--- src/rtl/pa_pkg.sv ---
// ---------------------------------------------------------------------------
// pa_pkg : shared constants, saturation bounds and FSM state type for the
//          3x3 signed MAC processing array.
// Revision: 1.0 - initial release
// ---------------------------------------------------------------------------
`default_nettype none

package pa_pkg;

  localparam int DATA_W = 8;
  localparam int ACC_W  = 32;
  localparam int N      = 3;
  localparam int PROD_W = 2 * DATA_W;

  localparam logic signed [ACC_W-1:0] ACC_MAX = {1'b0, {(ACC_W-1){1'b1}}};
  localparam logic signed [ACC_W-1:0] ACC_MIN = {1'b1, {(ACC_W-1){1'b0}}};

  typedef enum logic [1:0] {
    IDLE  = 2'd0,
    ACCUM = 2'd1,
    DONE  = 2'd2
  } state_e;

endpackage

`default_nettype wire

--- src/rtl/mac_pe.sv ---
// ---------------------------------------------------------------------------
// mac_pe : one signed multiply-accumulate element with saturating 32-bit
//          accumulator. o_sat flags that the update at the coming edge clamps.
// Revision: 1.0 - initial release
// ---------------------------------------------------------------------------
`default_nettype none

module mac_pe
  import pa_pkg::*;
(
  input  logic                     clk,
  input  logic                     i_reset,
  input  logic signed [DATA_W-1:0] i_a,
  input  logic signed [DATA_W-1:0] i_b,
  input  logic                     i_valid,
  input  logic                     i_clear,
  output logic signed [ACC_W-1:0]  o_acc,
  output logic                     o_sat
);

  logic signed [ACC_W-1:0]  acc_q;
  logic signed [ACC_W-1:0]  acc_d;
  logic signed [PROD_W-1:0] prod;
  logic signed [ACC_W:0]    sum;
  logic                     pos_ovf;
  logic                     neg_ovf;

  // Next accumulator value: one guard bit exposes overflow, which is clamped.
  always_comb begin
    prod    = i_a * i_b;
    sum     = {acc_q[ACC_W-1], acc_q} + {{(ACC_W+1-PROD_W){prod[PROD_W-1]}}, prod};
    pos_ovf = ~sum[ACC_W] &  sum[ACC_W-1];
    neg_ovf =  sum[ACC_W] & ~sum[ACC_W-1];
    acc_d   = acc_q;
    o_sat   = 1'b0;
    if (i_clear) begin
      acc_d = '0;
    end else if (i_valid) begin
      if (pos_ovf)      acc_d = ACC_MAX;
      else if (neg_ovf) acc_d = ACC_MIN;
      else              acc_d = sum[ACC_W-1:0];
      o_sat = pos_ovf | neg_ovf;
    end
  end

  // Accumulator register.
  always_ff @(posedge clk or negedge i_reset) begin
    if (!i_reset) acc_q <= '0;
    else          acc_q <= acc_d;
  end

  assign o_acc = acc_q;

endmodule

`default_nettype wire

--- src/rtl/processing_array_3x3.sv ---
// ---------------------------------------------------------------------------
// processing_array_3x3 : 3x3 grid of signed MAC elements accumulating outer
//          products a*b^T, with IDLE/ACCUM/DONE sequencing, a read-captured
//          output matrix and a sticky saturation flag.
// Revision: 1.0 - initial release
// ---------------------------------------------------------------------------
`default_nettype none

module processing_array_3x3
  import pa_pkg::*;
(
  input  logic                     clk,
  input  logic                     i_reset,
  input  logic [N*DATA_W-1:0]      i_a_vector,
  input  logic [N*DATA_W-1:0]      i_b_vector,
  input  logic                     i_data_valid,
  input  logic                     i_read_enable,
  input  logic                     i_clear_acc,
  output logic [N*N*ACC_W-1:0]     o_result_matrix,
  output logic                     o_computation_done,
  output logic                     o_overflow_detected
);

  logic [N*N*ACC_W-1:0] acc_flat;
  logic [N*N-1:0]       sat_vec;
  logic [N*N*ACC_W-1:0] result_q;
  state_e               state_q;
  logic                 done_q;
  logic                 ovf_q;

  for (genvar i = 0; i < N; i++) begin : g_row
    for (genvar j = 0; j < N; j++) begin : g_col
      mac_pe u_pe (
        .clk     (clk),
        .i_reset (i_reset),
        .i_a     (i_a_vector[i*DATA_W +: DATA_W]),
        .i_b     (i_b_vector[j*DATA_W +: DATA_W]),
        .i_valid (i_data_valid),
        .i_clear (i_clear_acc),
        .o_acc   (acc_flat[(i*N+j)*ACC_W +: ACC_W]),
        .o_sat   (sat_vec[i*N+j])
      );
    end
  end

  // Sequencer with registered done and sticky overflow; clear wins over data.
  always_ff @(posedge clk or negedge i_reset) begin
    if (!i_reset) begin
      state_q <= IDLE;
      done_q  <= 1'b0;
      ovf_q   <= 1'b0;
    end else if (i_clear_acc) begin
      state_q <= IDLE;
      done_q  <= 1'b0;
      ovf_q   <= 1'b0;
    end else begin
      ovf_q <= ovf_q | (|sat_vec);
      case (state_q)
        IDLE: begin
          if (i_data_valid) state_q <= ACCUM;
        end
        ACCUM: begin
          if (!i_data_valid) begin
            state_q <= DONE;
            done_q  <= 1'b1;
          end
        end
        DONE: begin
          if (i_data_valid) begin
            state_q <= ACCUM;
            done_q  <= 1'b0;
          end
        end
        default: begin
          state_q <= IDLE;
          done_q  <= 1'b0;
        end
      endcase
    end
  end

  // Output matrix snapshots the pre-edge accumulators; clear does not touch it.
  always_ff @(posedge clk or negedge i_reset) begin
    if (!i_reset)           result_q <= '0;
    else if (i_read_enable) result_q <= acc_flat;
  end

  assign o_result_matrix     = result_q;
  assign o_computation_done  = done_q;
  assign o_overflow_detected = ovf_q;

endmodule

`default_nettype wire

--- config.mk ---
export PLATFORM = sky130hd
export DESIGN_NAME = processing_array_3x3
export DESIGN_NICKNAME = d
export VERILOG_FILES = /design/src/rtl/pa_pkg.sv /design/src/rtl/mac_pe.sv /design/src/rtl/processing_array_3x3.sv
export SDC_FILE = /design/constraint.sdc
export NUM_CORES = 2
export LEC_CHECK = 0
export ABC_AREA = 0
export BUFFER_PORTS_ARGS = -buffer_cell sky130_fd_sc_hd__buf_2
export CAP_MARGIN = 40
export CELL_PAD_IN_SITES_DETAIL_PLACEMENT = 1
export CELL_PAD_IN_SITES_GLOBAL_PLACEMENT = 2
export CORE_MARGIN = 1
export CORE_UTILIZATION = 35
export CTS_BUF_LIST = sky130_fd_sc_hd__clkbuf_8
export DETAILED_ROUTE_END_ITERATION = 12
export PLACE_DENSITY = 0.65
export SYNTH_ARGS = -nofsm -noshare
export SYNTH_HDL_FRONTEND = slang
export SYNTH_HIERARCHICAL = 1
export SYNTH_SLANG_ARGS = --single-unit
--- constraint.sdc ---
create_clock -name clk -period 10.3 [get_ports clk]
set_clock_uncertainty 0.15 [all_clocks]
set_input_delay 0.515 -clock clk [delete_from_list [all_inputs] [get_ports clk]]
set_output_delay 0.515 -clock clk [all_outputs]
set_load 0.01 [all_outputs]
# Word level (Yosys, flattened, before mapping)
# Index checks and enable logic that the tools add are counted.
op_classes:
  n_addsub: 9
  mul: 9
  eq_ne: 6
  muxes: 63
  bitwise: 46
  n_reduce_logical: 6
op_table:
  columns: ["op", "count"]
  rows:
  - ["$mux W32", 36]
  - ["$add A32 B16 Y33", 9]
  - ["$mul A8 B8 Y16", 9]
  - ["$mux W1", 22]
  - ["$and A1 B1 Y1", 18]
  - ["$not A1 Y1", 18]
  - ["$or A1 B1 Y1", 10]
  - ["$reduce_or A9 Y1", 1]
  - ["$mux W2", 3]
  - ["$ne A3 B3 Y1 const B", 2]
  - ["$pmux W2 S2", 1]
  - ["$ne A3 B1 Y1 const B", 1]
  - ["$pmux W1 S3", 1]
  - ["$reduce_and A3 Y1", 1]
  - ["$eq A2 B1 Y1 const B", 1]
  - ["$eq A2 B2 Y1 const B", 1]
  - ["$logic_not A2 Y1", 1]
  - ["$ne A2 B2 Y1 const B", 1]
  - ["$reduce_and A2 Y1", 1]
  - ["$reduce_bool A2 Y1", 1]
  - ["$reduce_or A2 Y1", 1]
totals:
  regBits: 580
  inputBits: 53
  out_inout_bits: 290
  word_cells: 152

# Logic depth before layout (Yosys ltp)
depth:
  depth_word: 10
  mapped_depth: 27
  ltp_nobuf: 26

# Modules after synthesis
# Netlist, hierarchy kept.
modules_own_cells:
  columns: ["mod", "n_inst", "cells_per_inst", "area_per_inst_um2", "seq_area_each_um2"]
  rows:
  - ["mac_pe at g_row[0].g_col[2].u_pe ...", 5, 699, 7056.8, 800.8]
  - ["processing_array_3x3", 1, 625, 11701.2, 7307.0]
  - ["mac_pe at g_row[2].g_col[1].u_pe", 1, 717, 7068.0, 800.8]
  - ["mac_pe at g_row[2].g_col[2].u_pe", 1, 704, 7006.7, 800.8]
  - ["mac_pe at g_row[0].g_col[0].u_pe", 1, 711, 6991.7, 800.8]
  - ["mac_pe at g_row[0].g_col[1].u_pe", 1, 684, 6960.4, 800.8]

# Worst setup path before layout
# No wires, ideal clock.
synth_path:
  kind: "input to register"
  start: "input port i_b_vector[9]"
  end: "register g_row[0].g_col[1].u_pe.acc_q[21]"
  setup_time_ns: 0.066
  arrival_time_ns: 6.966
  required_ns: 10.084
  setup_slack_ns: 3.117
  stages: 22
  path_buffers: 2
  cell_sequence: "clkbuf_1 and2_1 fa_1 inv_1 fa_1 inv_1 fa_1 fa_1 ha_1 ha_1 a21oi_1 o21ai_1 nor4b_2 a21oi_2 a21o_1 a311oi_1 xnor2_1 inv_1 ha_1 nor2_1 clkbuf_1 a221o_1"
synth_via:
  elab_chain_len: 8
  elab_cells_between_ends: 10
  classes_between: "add/sub: 1; mul: 1; mux: 4; bitwise: 4"
synth_rtl:
  columns: ["element", "line_no", "source"]
  rows:
  - ["from (decl)", "processing_array_3x3.sv:15", "input logic [N*DATA_W-1:0] i_b_vector,"]
  - ["$mul A8 B8 Y16 (*)", "mac_pe.sv:30", "prod = i_a * i_b;"]
  - ["$add A32 B16 Y33 (*)", "mac_pe.sv:31", "sum = {acc_q[ACC_W-1], acc_q} + {{(ACC_W+1-PROD_W){prod[PROD_W-1]}}, prod};"]
  - ["$not A1 Y1", "mac_pe.sv:33", "neg_ovf = sum[ACC_W] & ~sum[ACC_W-1];"]
  - ["$and A1 B1 Y1", "mac_pe.sv:33", null]
  - ["$mux W32", "mac_pe.sv:40", "else if (neg_ovf) acc_d = ACC_MIN;"]
  - ["$mux W32 (*)", "mac_pe.sv:39", "if (pos_ovf) acc_d = ACC_MAX;"]
  - ["$mux W32 (*)", "mac_pe.sv:38", "end else if (i_valid) begin"]
  - ["$mux W32 (*)", "mac_pe.sv:36", "if (i_clear) begin"]
  - ["to (signal assigned)", "mac_pe.sv:48", "if (!i_reset) acc_q <= '0;"]
  - ["to (signal assigned)", "mac_pe.sv:49", "else acc_q <= acc_d;"]
  - ["to (decl)", "mac_pe.sv:21", "logic signed [ACC_W-1:0] acc_q;"]
# Every way passes the cells marked *; elsewhere a longest branch is shown, timed or not. The select of a mux whose other input is x is not followed.
# A chain may end at the register's enable or synchronous reset.

# Worst setup path after layout
layout_path:
  start: "input port i_b_vector[10]"
  end: "register g_row[2].g_col[1].u_pe.acc_q[19]"
layout_via:
  elab_chain_len: 8
  elab_cells_between_ends: 10
  classes_between: "add/sub: 1; mul: 1; mux: 4; bitwise: 4"
layout_rtl:
  columns: ["element", "line_no"]
  rows:
  - ["$mul A8 B8 Y16 (*)", "mac_pe.sv:30"]
  - ["$add A32 B16 Y33 (*)", "mac_pe.sv:31"]
  - ["$not A1 Y1", "mac_pe.sv:33"]
  - ["$and A1 B1 Y1", "mac_pe.sv:33"]
  - ["$mux W32", "mac_pe.sv:40"]
  - ["$mux W32 (*)", "mac_pe.sv:39"]
  - ["$mux W32 (*)", "mac_pe.sv:38"]
  - ["$mux W32 (*)", "mac_pe.sv:36"]
  - ["to (signal assigned)", "mac_pe.sv:48"]
  - ["to (signal assigned)", "mac_pe.sv:49"]
  - ["to (decl)", "mac_pe.sv:21"]
# Marked as above.

==> impl_metrics.json <==
{
  "status": "completed",
  "fin_crit_ps": 7730,
  "crit_chain": "buf_2 > nand2_1 > fa_1 > fa_1 > inv_1 > fa_1 > fa_1 > ha_1 > ha_1 > a21o_1 > a31o_1 > a21o_1 > a21oi_2 > o2111a_1 > o21ai_2 > a221oi_4 > xor2_1 > ha_1 > inv_1 > nand2b_1 > nor2_1 > a221o_1",
  "critPathLaunchType": "input port",
  "insertion_delay_ps": 950,
  "hold_buffers": 6,
  "crit_type": "input port to flop",
  "std_cell_rows": 169,
  "synth_top_area_frac": 0.336,
  "hpwl_um": 177000,
  "grt_max_degree": 101,
  "cts_resized": 0,
  "dr.pass1.iters": 5,
  "cpPeakStageDelay_ps": 810,
  "start_util": 0.353,
  "cts_buffers": 120,
  "antenna_found_initial": 26,
  "clk_pin_slew_worst_paths_ps": 60,
  "synth-seq-cells": 580,
  "syn_avg_cell_area_um2": 10.8,
  "yosysTopAreaCell": "fa_1",
  "rsz0062_at_grt": "false",
  "ys_seq_area_frac": 0.193,
  "grt_pass1_vias": 59300,
  "critPathSlowestCell": "fa_1",
  "post_cts_buffers": 0,
  "max-clock-path-buffers": 3,
  "drt_iter0_markers": 2061,
  "syn2layout_area_growth_pct": 10.3,
  "synth.most_common_cell": "fa_1",
  "fin_setup_tns_ps": 0,
  "final_max_slew_viol_count": 0,
  "grt_overflow": 0,
  "synth_area_leaders": "fa_1 34%, dfrtp_1 19%, ha_1 11%",
  "cap_violations": 0,
  "setup_viol": 0,
  "ant_nets": 0,
  "worst_setup_path_end_kind": "flop",
  "r2r_slack_ps": 3340,
  "core_area_mm2": 0.213,
  "worst_pin_slew_ps": 923,
  "cp_max_fo": 17,
  "path_buf_inv": 3,
  "syn_area_mm2": 0.0750,
  "synth_ff_type": "dfrtp_1",
  "post_drt_via_cell_ratio": 5.08,
  "ctsHtreeMaxLevel": 3,
  "hold_violations": 0,
  "grt_pass1_wl_um": 357000,
  "routed-via-count": 52000,
  "required_ps": 10920,
  "die_y_um": 465,
  "ioPinCount": 343,
  "syn-num-nets": 8915,
  "fmax_mhz": 129,
  "cp_data_arrival_time_ps": 8350,
  "wirelength_um": 222000,
  "nets": 9275,
  "cts.sinks": 580,
  "netlist_instances": 6936,
  "synth-edff-count": 0,
  "port_buffers": 342,
  "path_common_cell": "fa_1",
  "synthDistinctLibCells": 104,
  "post-route-drc-count": 0,
  "track_usage": 0.212,
  "dieArea_mm2": 0.216,
  "yosys_warnings": 6,
  "synth_commonest_cells": "1,260 x fa_1, 971 x inv_1, 666 x ha_1, 580 x dfrtp_1, 436 x nand2_1",
  "place_congestion": 0.854,
  "slew_headroom": 0.385,
  "drive_gt1_frac": 0.141,
  "die_x_um": 465,
  "cts_tree": "done",
  "crit_family": "adder cells",
  "hp-class": "flop to flop",
  "async_reset_ff_frac": 1.00,
  "cts-root-buf": "clkbuf_8",
  "period_share": 0.750,
  "wl_per_cell_um": 21.7
}
## layout make-up
cell class,instances,area (um2)
Multi-Input combinational cell,5151,55300
Sequential cell,580,14500
Inverter,985,3700
Clock buffer,153,2110
Timing Repair Buffer,458,3000
Fill cell,23500,130000
Clock inverter,66,611
Antenna cell,9,22.5
Tap cell,2821,3530
## placed cells by master (no fill, tap or decap), types with 62 or more instances in the layout
master and n:
clkbuf_8 154, ha_1 666, buf_2 338, a221o_1 122, buf_4 81, mux2_2 87, xnor2_1 165, o21ai_0 120
fa_1 1260, mux2_4 201, nand2_1 436, a21oi_1 330, xor2_1 118, o21ai_1 76, nand3_1 62, dfrtp_1 580
nor3_1 107, inv_1 1002, a21o_1 101, and2_1 295, nor2_1 350
## final timing paths
path / end / cells after the start / from
worst max register to register: g_row[2].g_col[1].u_pe/o_acc[19]$_DFFE_PN0P_ / 23 / g_row[2].g_col[1].u_pe/o_acc[6]$_DFFE_PN0P_
max in group asynchronous: o_result_matrix[243]$_DFFE_PN0P_ / 5 / i_reset
worst min-delay path: state_q[0]$_DFFE_PN0P_ / 1 / state_q[1]$_DFFE_PN0P_
worst min register to register: state_q[0]$_DFFE_PN0P_ / 1 / state_q[1]$_DFFE_PN0P_
worst max-delay path: g_row[2].g_col[1].u_pe/o_acc[19]$_DFFE_PN0P_ / 22 / i_b_vector[10]
min in group asynchronous: g_row[0].g_col[2].u_pe/o_acc[22]$_DFFE_PN0P_ / 3 / i_reset
## per-stage QoR
stage	hold slack, ps	worst slack, ps	utilization	area, um2	std cells
after floorplan	69.4	3120	-	75000	6936
after global placement	325	450	0.374	79400	9961
after detailed placement	338	1630	0.376	79900	9988
after CTS	251	2630	0.389	82700	10200
after global routing	366	2210	0.389	82700	10200
final	346	2570	0.389	82800	10200
## metal layers
metal  track usage  share of wire  vias up
met5             0        0.00040        -
met4        0.0525          0.022       12
met3        0.0280          0.033      217
met2         0.345           0.47      654
met1         0.296           0.47    27400
li1              -              -    23600
## registers in the layout, indices dropped and copies added (netlist names)
register,flops
g_row.g_col.u_pe/o_acc,288
o_computation_done,1
o_overflow_detected,1
o_result_matrix,288
state_q,2
## cells by family after synthesis
group | share of synthesized area
XOR/XNOR | 0.0330
multiplexers | 0.0536
AO/OA/AOI/OAI | 0.102
AND/OR/NAND/NOR | 0.100
buffers and inverters | 0.0699
adder cells (fa/ha/maj) | 0.447
flip-flops | 0.193
Power is not shown: default switching activity piles up to over one toggle a cycle in this logic, so the estimate is an artifact.
